===== config.mk =====
export PLATFORM = sky130hd
export DESIGN_NAME = tl_dma_copy
export DESIGN_NICKNAME = d
export VERILOG_FILES = /design/src/rtl/dma_pkg.sv /design/src/rtl/tl_pkg.sv /design/src/rtl/tl_dma_copy.sv
export SDC_FILE = /design/constraint.sdc
export NUM_CORES = 1
export LEC_CHECK = 0
export CAP_MARGIN = 20
export CORE_AREA = 2 2 322 324
export DETAILED_ROUTE_END_ITERATION = 12
export DIE_AREA = 0 0 324 326
export SLEW_MARGIN = 20
export SYNTH_ARGS = -nofsm -noshare
export SYNTH_HDL_FRONTEND = slang
export SYNTH_SLANG_ARGS = --single-unit

===== constraint.sdc =====
create_clock -name clk_i -period 24.2 [get_ports clk_i]
set_clock_uncertainty 0.1 [all_clocks]
set_input_delay 4.84 -clock clk_i [delete_from_list [all_inputs] [get_ports clk_i]]
set_output_delay 4.84 -clock clk_i [all_outputs]
set_load 0.05 [all_outputs]

===== src/rtl/dma_pkg.sv =====
// Copy-engine constants and controller state encoding.
package dma_pkg;

  localparam int unsigned BlockBytes    = 64;
  localparam int unsigned BeatsPerBlock = 4;
  localparam int unsigned SizeLog2      = 6;

  typedef enum logic [2:0] {
    IDLE,
    GET,
    GRESP,
    PUT,
    PACK,
    FIN
  } dma_state_e;

endpackage


===== src/rtl/tl_pkg.sv =====
// Shared TileLink definitions: bus widths, channel opcodes and channel payload structs.
package tl_pkg;

  localparam int unsigned TlDataWidth   = 128;
  localparam int unsigned TlAddrWidth   = 38;
  localparam int unsigned TlSourceWidth = 3;
  localparam int unsigned TlSinkWidth   = 4;
  localparam int unsigned TlSizeWidth   = 4;
  localparam int unsigned TlMaskWidth   = TlDataWidth / 8;

  typedef enum logic [2:0] {
    PutFullData    = 3'd0,
    PutPartialData = 3'd1,
    ArithmeticData = 3'd2,
    LogicalData    = 3'd3,
    Get            = 3'd4,
    Intent         = 3'd5,
    AcquireBlock   = 3'd6,
    AcquirePerm    = 3'd7
  } tl_a_op_e;

  typedef enum logic [2:0] {
    AccessAck     = 3'd0,
    AccessAckData = 3'd1,
    HintAck       = 3'd2,
    Grant         = 3'd4,
    GrantData     = 3'd5,
    ReleaseAck    = 3'd6
  } tl_d_op_e;

  typedef struct packed {
    tl_a_op_e                 opcode;
    logic [2:0]               param;
    logic [TlSizeWidth-1:0]   size;
    logic [TlSourceWidth-1:0] source;
    logic [TlAddrWidth-1:0]   address;
    logic [TlMaskWidth-1:0]   mask;
    logic [TlDataWidth-1:0]   data;
    logic                     corrupt;
  } tl_a_t;

  typedef struct packed {
    logic [2:0]               opcode;
    logic [1:0]               param;
    logic [TlSizeWidth-1:0]   size;
    logic [TlSourceWidth-1:0] source;
    logic [TlAddrWidth-1:0]   address;
    logic [TlMaskWidth-1:0]   mask;
    logic [TlDataWidth-1:0]   data;
    logic                     corrupt;
  } tl_b_t;

  typedef struct packed {
    logic [2:0]               opcode;
    logic [2:0]               param;
    logic [TlSizeWidth-1:0]   size;
    logic [TlSourceWidth-1:0] source;
    logic [TlAddrWidth-1:0]   address;
    logic [TlDataWidth-1:0]   data;
    logic                     corrupt;
  } tl_c_t;

  typedef struct packed {
    tl_d_op_e                 opcode;
    logic [1:0]               param;
    logic [TlSizeWidth-1:0]   size;
    logic [TlSourceWidth-1:0] source;
    logic [TlSinkWidth-1:0]   sink;
    logic                     denied;
    logic [TlDataWidth-1:0]   data;
    logic                     corrupt;
  } tl_d_t;

  typedef struct packed {
    logic [TlSinkWidth-1:0] sink;
  } tl_e_t;

endpackage


===== src/rtl/tl_dma_copy.sv =====
// TileLink block copier: per 64B block, Get from src into a 4-beat buffer,
// then PutFullData the buffer to dst. One transaction outstanding at a time.
module tl_dma_copy
  import tl_pkg::*;
  import dma_pkg::*;
#(
  parameter int unsigned DataWidth   = 128,
  parameter int unsigned AddrWidth   = 38,
  parameter int unsigned SourceWidth = 3,
  parameter int unsigned SinkWidth   = 4
) (
  input  logic                 clk_i,
  input  logic                 rst_i,
  input  logic                 start_i,
  input  logic [AddrWidth-1:0] src_addr_i,
  input  logic [AddrWidth-1:0] dst_addr_i,
  input  logic [15:0]          blocks_i,
  output logic                 busy_o,
  output logic                 done_o,
  output logic                 error_o,
  output logic                 host_a_valid,
  input  logic                 host_a_ready,
  output tl_a_t                host_a_bits,
  input  logic                 host_b_valid,
  output logic                 host_b_ready,
  input  tl_b_t                host_b_bits,
  output logic                 host_c_valid,
  input  logic                 host_c_ready,
  output tl_c_t                host_c_bits,
  input  logic                 host_d_valid,
  output logic                 host_d_ready,
  input  tl_d_t                host_d_bits,
  output logic                 host_e_valid,
  input  logic                 host_e_ready,
  output tl_e_t                host_e_bits
);

  localparam logic [1:0]             LastBeat = 2'(BeatsPerBlock - 1);
  localparam logic [AddrWidth-1:0]   BlockInc = AddrWidth'(BlockBytes);
  localparam logic [SourceWidth-1:0] SourceId = '0;
  localparam logic [SinkWidth-1:0]   SinkId   = '0;

  dma_state_e           r_state;
  dma_state_e           w_state_next;
  logic [AddrWidth-1:0] r_src;
  logic [AddrWidth-1:0] r_dst;
  logic [15:0]          r_count;
  logic [1:0]           r_beat;
  logic [DataWidth-1:0] r_buf [BeatsPerBlock];
  logic                 r_bad;   // current Get burst returned a bad beat
  logic                 r_err;
  logic                 r_done;
  logic                 w_misaligned;
  logic                 w_d_bad_data;
  logic                 w_d_bad_ack;
  logic                 w_last_beat;
  logic                 w_unused;

  assign w_misaligned = (|src_addr_i[SizeLog2-1:0]) || (|dst_addr_i[SizeLog2-1:0]);
  assign w_d_bad_data = host_d_bits.denied || host_d_bits.corrupt ||
                        (host_d_bits.opcode != AccessAckData);
  assign w_d_bad_ack  = host_d_bits.denied || host_d_bits.corrupt ||
                        (host_d_bits.opcode != AccessAck);
  assign w_last_beat  = (r_beat == LastBeat);

  assign busy_o  = (r_state != IDLE);
  assign done_o  = r_done;
  assign error_o = r_err;

  // Only A and D are used; B is always accepted and C/E stay silent.
  assign host_b_ready = 1'b1;
  assign host_c_valid = 1'b0;
  assign host_c_bits  = '0;
  assign host_e_valid = 1'b0;
  assign host_e_bits  = '{sink: SinkId};

  assign w_unused = ^{host_b_valid, host_b_bits, host_c_ready, host_e_ready,
                      host_d_bits.param, host_d_bits.size, host_d_bits.source,
                      host_d_bits.sink};

  // Next-state logic plus handshake outputs; A payload comes only from registers
  // so it holds steady while a_ready is low.
  always_comb begin
    w_state_next         = r_state;
    host_a_valid         = 1'b0;
    host_d_ready         = 1'b0;
    host_a_bits          = '0;
    host_a_bits.opcode   = Get;
    host_a_bits.param    = 3'd0;
    host_a_bits.size     = 4'(SizeLog2);
    host_a_bits.source   = SourceId;
    host_a_bits.address  = r_src;
    host_a_bits.mask     = '1;
    if (r_state == PUT) begin
      host_a_bits.opcode  = PutFullData;
      host_a_bits.address = r_dst;
      host_a_bits.data    = r_buf[r_beat];
    end
    case (r_state)
      IDLE: begin
        if (start_i) begin
          if (blocks_i == 16'd0 || w_misaligned) w_state_next = FIN;
          else                                   w_state_next = GET;
        end
      end
      GET: begin
        host_a_valid = 1'b1;
        if (host_a_ready) w_state_next = GRESP;
      end
      GRESP: begin
        host_d_ready = 1'b1;
        if (host_d_valid && w_last_beat)
          w_state_next = (r_bad || w_d_bad_data) ? FIN : PUT;
      end
      PUT: begin
        host_a_valid = 1'b1;
        if (host_a_ready && w_last_beat) w_state_next = PACK;
      end
      PACK: begin
        host_d_ready = 1'b1;
        if (host_d_valid)
          w_state_next = (w_d_bad_ack || r_count == 16'd1) ? FIN : GET;
      end
      FIN:     w_state_next = IDLE;
      default: w_state_next = IDLE;
    endcase
  end

  // State register.
  always_ff @(posedge clk_i or posedge rst_i) begin
    if (rst_i) r_state <= IDLE;
    else       r_state <= w_state_next;
  end

  // Datapath: latch job, capture read beats, step beat counter and addresses.
  always_ff @(posedge clk_i or posedge rst_i) begin
    if (rst_i) begin
      r_src   <= '0;
      r_dst   <= '0;
      r_count <= '0;
      r_beat  <= '0;
      r_bad   <= 1'b0;
      r_err   <= 1'b0;
      r_done  <= 1'b0;
      for (int unsigned i = 0; i < BeatsPerBlock; i++) r_buf[i] <= '0;
    end else begin
      // done is registered off FIN, so it lands the cycle after FIN.
      r_done <= (r_state == FIN);
      case (r_state)
        IDLE: begin
          if (start_i) begin
            r_src   <= src_addr_i;
            r_dst   <= dst_addr_i;
            r_count <= blocks_i;
            r_beat  <= '0;
            r_bad   <= 1'b0;
            r_err   <= (blocks_i != 16'd0) && w_misaligned;
          end
        end
        GET: begin
          if (host_a_ready) begin
            r_beat <= '0;
            r_bad  <= 1'b0;
          end
        end
        GRESP: begin
          if (host_d_valid) begin
            r_buf[r_beat] <= host_d_bits.data;
            r_beat        <= r_beat + 2'd1;
            if (w_d_bad_data) begin
              r_bad <= 1'b1;
              r_err <= 1'b1;
            end
          end
        end
        PUT: begin
          if (host_a_ready) r_beat <= r_beat + 2'd1;
        end
        PACK: begin
          if (host_d_valid) begin
            if (w_d_bad_ack) begin
              r_err <= 1'b1;
            end else begin
              r_count <= r_count - 16'd1;
              r_src   <= r_src + BlockInc;
              r_dst   <= r_dst + BlockInc;
            end
          end
        end
        default: ;
      endcase
    end
  end

endmodule


==> Yosys cells after proc, flatten, opt, wreduce, memory -nomap -nowiden <==
Cells that the tools add are included.
{ "totals": {"input_bits": 441, "out_inout_bits": 388, "wordCells": 113, "ff_bits": 612} }
{ "op_classes": {"mux": 46, "bitwise": 1, "n_eq_ne": 18, "magnitude_cmp": 2, "reduce_logical": 30, "add_sub_neg": 4} }
{ "op_table": {"columns": ["op", "n"], "rows": [
  ["512-bit bitwise mux", 1],
  ["128-bit 2-to-1 mux", 4],
  ["38-bit 2-to-1 mux", 7],
  ["128-bit binary-select mux with 2-bit select", 1],
  ["128-bit demux with 2-bit select", 1],
  ["38-bit case mux with 2 select lines", 2],
  ["38-bit by 7-bit adder with 38-bit output, second input constant", 2],
  ["16-bit 2-to-1 mux", 3],
  ["16-bit case mux with 2 select lines", 1],
  ["3-bit 2-to-1 mux", 9],
  ["2-bit != test, second input constant", 9],
  ["16-bit by 1-bit equality test with 1-bit output, second input constant", 1],
  ["16-bit zero test", 1],
  ["16-bit nonzero test", 1],
  ["16-bit by 1-bit subtractor with 16-bit output, second input constant", 1],
  ["3-bit case mux with 5 select lines", 1],
  ["5-bit AND reduction", 3],
  ["3-bit nonzero test", 4],
  ["6-bit OR reduction", 2],
  ["1-bit 2-to-1 mux", 9],
  ["2-bit 2-to-1 mux", 4],
  ["2-bit case mux with 4 select lines", 1],
  ["1-bit logical OR", 7],
  ["3-bit by 2-bit equality test with 1-bit output, second input constant", 2],
  ["18 further kinds", 24]
]} }

==> Longest topological paths before layout <==
{ "depth": {"depth_word": 6, "depth_mapped": 8, "ltp_nobuf": 7} }

==> Least setup slack after synthesis <==
Ideal clock, no wire load.
{ "synth_timing": {"path_kind": "register to output", "from": "register r_state[0]", "to": "output host_a_bits[155] (netlist name)", "arrival_time_ns": 2.597, "path_stages_with_launch": 6, "n_path_buf": 2, "slack_ns": 16.663, "cell_sequence": "dfrtp_1 clkbuf_1 nor2b_1 nand2_1 clkbuf_1 o21ai_0"} }
{ "synth_rtl": {"columns": ["item", "line_no", "source"], "rows": [
  ["start: declaration", "tl_dma_copy.sv:43", "dma_state_e r_state;"],
  ["start signal: assignment", "tl_dma_copy.sv:132", "else r_state <= w_state_next;"],
  ["end: declaration", "tl_dma_copy.sv:23", "output tl_a_t host_a_bits,"]
]} }

==> results.md <==
- Path depth of the worst reg2reg path: 8
- Status: completed
- Minimum clock period: 9630 ps
- Vias/cell: 4.92
- Switching Share: 0.360
- Row cnt: 118
- GR Layer Usage met1: 0.215
- Mapped Cells: 2,409
- Arr. time, crit path: 4690 ps
- CTS H-Tree Depth: 3
- Post-synth top flop: dfrtp_1
- Max VDD drop: 0.0796 mV
- Area Overhead vs Synth: 23.3%
- Combinational power share: 0.378
- Crit path max-delay family: buffers and inverters
- Critical Path RT: 19,260 ps
- Effective utilization at floorplan: 0.302
- Die Height: 326 microns
- Router iterations before antenna repair: 5
- Die width: 324 microns
- Layout Nets: 3,200
- EDFF count, synth: 0
- Post-DP Area: 0.0356 sq mm
- CP Buf/Inv Count: 3
- Design area: 0.0382 sq mm
- Worst skew pair latency: 630 ps
- Mapped cell area: 0.0310 sq mm
- Initial antenna violation count: 24
- WL per Instance: 21.2 microns
- CTS tree: done
- Congestion Overflow GR: 0
- Worst-Margin Slew: 995 ps
- Flops & latches, synth: 612
- Critical path fanouts, max: 36
- Proportion of layout cells with a drive suffix above 1: 0.306
- Critical path type: reg -> out
- Global route hottest layer: met2
- Met3 Use GR: 0.0502
- Num ports: 829
- Final setup fails: 0
- Core area: 0.103 sq mm
- Routability Congestion: 0.866
- Post-CTS sizing: 0
- Ys async rst share: 1.00
- Post-route DRC violation count: 0
- DP HPWL: 58,200 microns
- Post-CTS Setup Repair Bufs: 0
- Critical Path Start Type: flip-flop
- Tot Pwr: 0.00470 W
- CTS Sinks: 612
- Synthesized area per cell: 12.9 sq um
- Total vias in the final route: 20,700
- Slew Limit Fails: 0
- Most common cell on crit path: buf_4
- Fin. Hold Viols: 0
- Post-route ant nets: 0
- Net Switching: 0.00169 W
- Util after Layout: 0.373
- Largest net degree at the start of global routing: 154
- Clock network fraction of design power: 0.254
- Unrepaired setup endpoints after global routing: no
- Hold Crit Depth: 2
- Reg power frac: 0.368
- Critical Path Stages: 5
- Global-route wire length before repair: 134,000 microns
- Hold Buf Count CTS: 0
- MaxCap Viol Count: 0
- Peak Freq: 0.104 GHz
- IO Port Bufs: 401
- Setup TNS: 0 ps
- Min-Delay Path Class: reg -> reg
- Clock Tree Root: clkbuf_16
- Die area: 0.106 sq mm
- Met2 Use GR: 0.267
- Warning count from the yosys run: 0
- Gr usage total: 0.167
- Clock transition at path regs: 50 ps
- CTS Buffer Depth: 3
- CP Cell Sequence: buf_4 -> buf_4 -> mux4_2 -> and3_1 -> clkdlybuf4s50_1
- PwrDens: 123 mW/mm^2
- Final WL: 88,900 microns
- Vias in the first global route: 20,900
- Critical path's largest stage delay: 990 ps
- Dpl ws: 15,060 ps
- CP Capture Type: output pin
- CTS Buf Count: 75
- Slowest stage cell on the critical path: dfrtp_4
- Internal: 0.00301 W
- Setup WS post-layout: 14,570 ps
- Sequential share of the synthesized area: 0.494
- Yosys cell types: 65
- Max-slew headroom: 0.337
- Detailed router's first-iteration violation count: 1,258
- Crit share post-route: 0.398
- Leakage power: 17.3 nW
## power by group through the flow
stage	sequential (W)	combinational (W)	clock (W)
finish	0.00173	0.00177	0.00119
detailed placement	0.00174	0.00179	0
global route	0.00178	0.00191	0.00127
global placement	0.00173	0.00177	0
CTS	0.00172	0.00179	0.00123
floorplan	0.00162	0.00141	0
## cells by family (layout without fill, tap and decap cells)
kind of cell | Yosys count | count (layout) | synth area share
other | 2 | 222 | 0.000242
muxes | 681 | 681 | 0.293
adders and majority gates | 8 | 8 | 0.00323
DFF | 612 | 612 | 0.494
buffers and inverters | 407 | 596 | 0.0783
AOI/OAI and AO/OA | 264 | 264 | 0.0531
and+or+nand+nor | 435 | 435 | 0.0777
## tightest hold or removal path, cell delays in order (launching register included)
cell and delay (ps):
dfrtp_1 340, nand2_1 50, nand2_1 50
## sequential cells by signal (all words and copies together), names as in the netlist
signal	cells
error_o	1
r_dst	38
r_buf	512
r_count	16
r_beat	2
done_o	1
r_bad	1
r_state	3
r_src	38
## final cells by class
cell class                 instances  area [sq um]
timing repair buffer             434          4270
multi-input combinational       1604         14100
antenna                            6          15.0
fill                            9960         64400
clock buffer                     118          2330
sequential                       612         15300
inverter                          24          97.6
tap                             1380          1730
clock inverter                    20           327
## cell usage after synthesis (all sizes together), types with 6 or more instances
| library cell | count | area [sq um] |
|---|---|---|
| dfrtp | 612 | 15300 |
| mux2 | 545 | 6140 |
| buf | 296 | 2010 |
| and3 | 140 | 877 |
| mux4 | 128 | 2880 |
| nand2 | 99 | 374 |
| clkbuf | 87 | 327 |
| a21oi | 81 | 405 |
| o21ai | 69 | 345 |
| nor2 | 51 | 191 |
| nand3 | 40 | 200 |
| inv | 23 | 86.3 |
| nor3 | 23 | 115 |
| a2bb2oi | 21 | 184 |
| nand4 | 21 | 168 |
| nor4 | 20 | 174 |
| o22ai | 20 | 125 |
| a22oi | 14 | 105 |
| and4 | 8 | 75.1 |
| ha | 8 | 100 |
| mux2i | 8 | 80.1 |
| or3 | 8 | 50.1 |
| or4 | 8 | 63.8 |
| a31oi | 7 | 43.8 |
| o211ai | 6 | 45.0 |
## stage by stage
stage,cells,hold WS [ps]
3_5_place_dp,4054,362
5_1_grt,4196,391
2_1_floorplan,2623,340
3_3_place_gp,4054,356
6_report,4198,370
4_1_cts,4192,375
## layout by cell type (no fill, tap or decap), types with 4 or more instances in the layout
cell type	count
nand3_1	40
clkbuf_8	25
nand2_4	4
a2bb2oi_1	21
mux2_2	545
and3_1	139
o31ai_1	5
diode_2	6
clkinv_2	6
or4_1	7
a22oi_1	14
a41oi_1	4
o22ai_1	20
nor4_1	15
clkbuf_1	16
nor3_1	23
ha_1	8
dfrtp_1	609
or3_1	8
a211oi_1	5
and4_1	6
a31oi_1	7
clkbuf_16	77
nand2_1	92
clkdlybuf4s50_1	401
mux2i_1	8
nand4_1	18
o21ai_0	68
o211ai_1	6
a21oi_1	81
a22o_1	4
mux4_2	128
inv_1	22
bufinv_16	7
nor2_1	51
buf_4	32
conb_1	216
## per-layer routing
layer | routed length (microns) | part of all wire | vias to the layer above
li1 | - | - | 9156
met1 | 37700 | 0.42 | 10600
met2 | 41900 | 0.47 | 671
met3 | 6790 | 0.076 | 163
met4 | 2270 | 0.025 | 32
met5 | 235 | 0.0026 | -
## worst paths after layout
path | start | to | slack (ps)
worst min-delay path | r_dst[3]$_DFFE_PP0P_ | r_dst[3]$_DFFE_PP0P_ | 370
worst max register to register | r_state[2]$_DFFE_PP0P_ | r_buf[200]$_DFFE_PP0P_ | 19950
max in group asynchronous | rst_i | r_buf[233]$_DFFE_PP0P_ | 16480
worst min register to register | r_dst[3]$_DFFE_PP0P_ | r_dst[3]$_DFFE_PP0P_ | 370
min in group asynchronous | rst_i | r_dst[0]$_DFFE_PP0P_ | 4600
worst max-delay path | r_beat[0]$_DFFE_PP0P_ | host_a_bits[81] | 14570
Power figures use the tool's default switching activity.
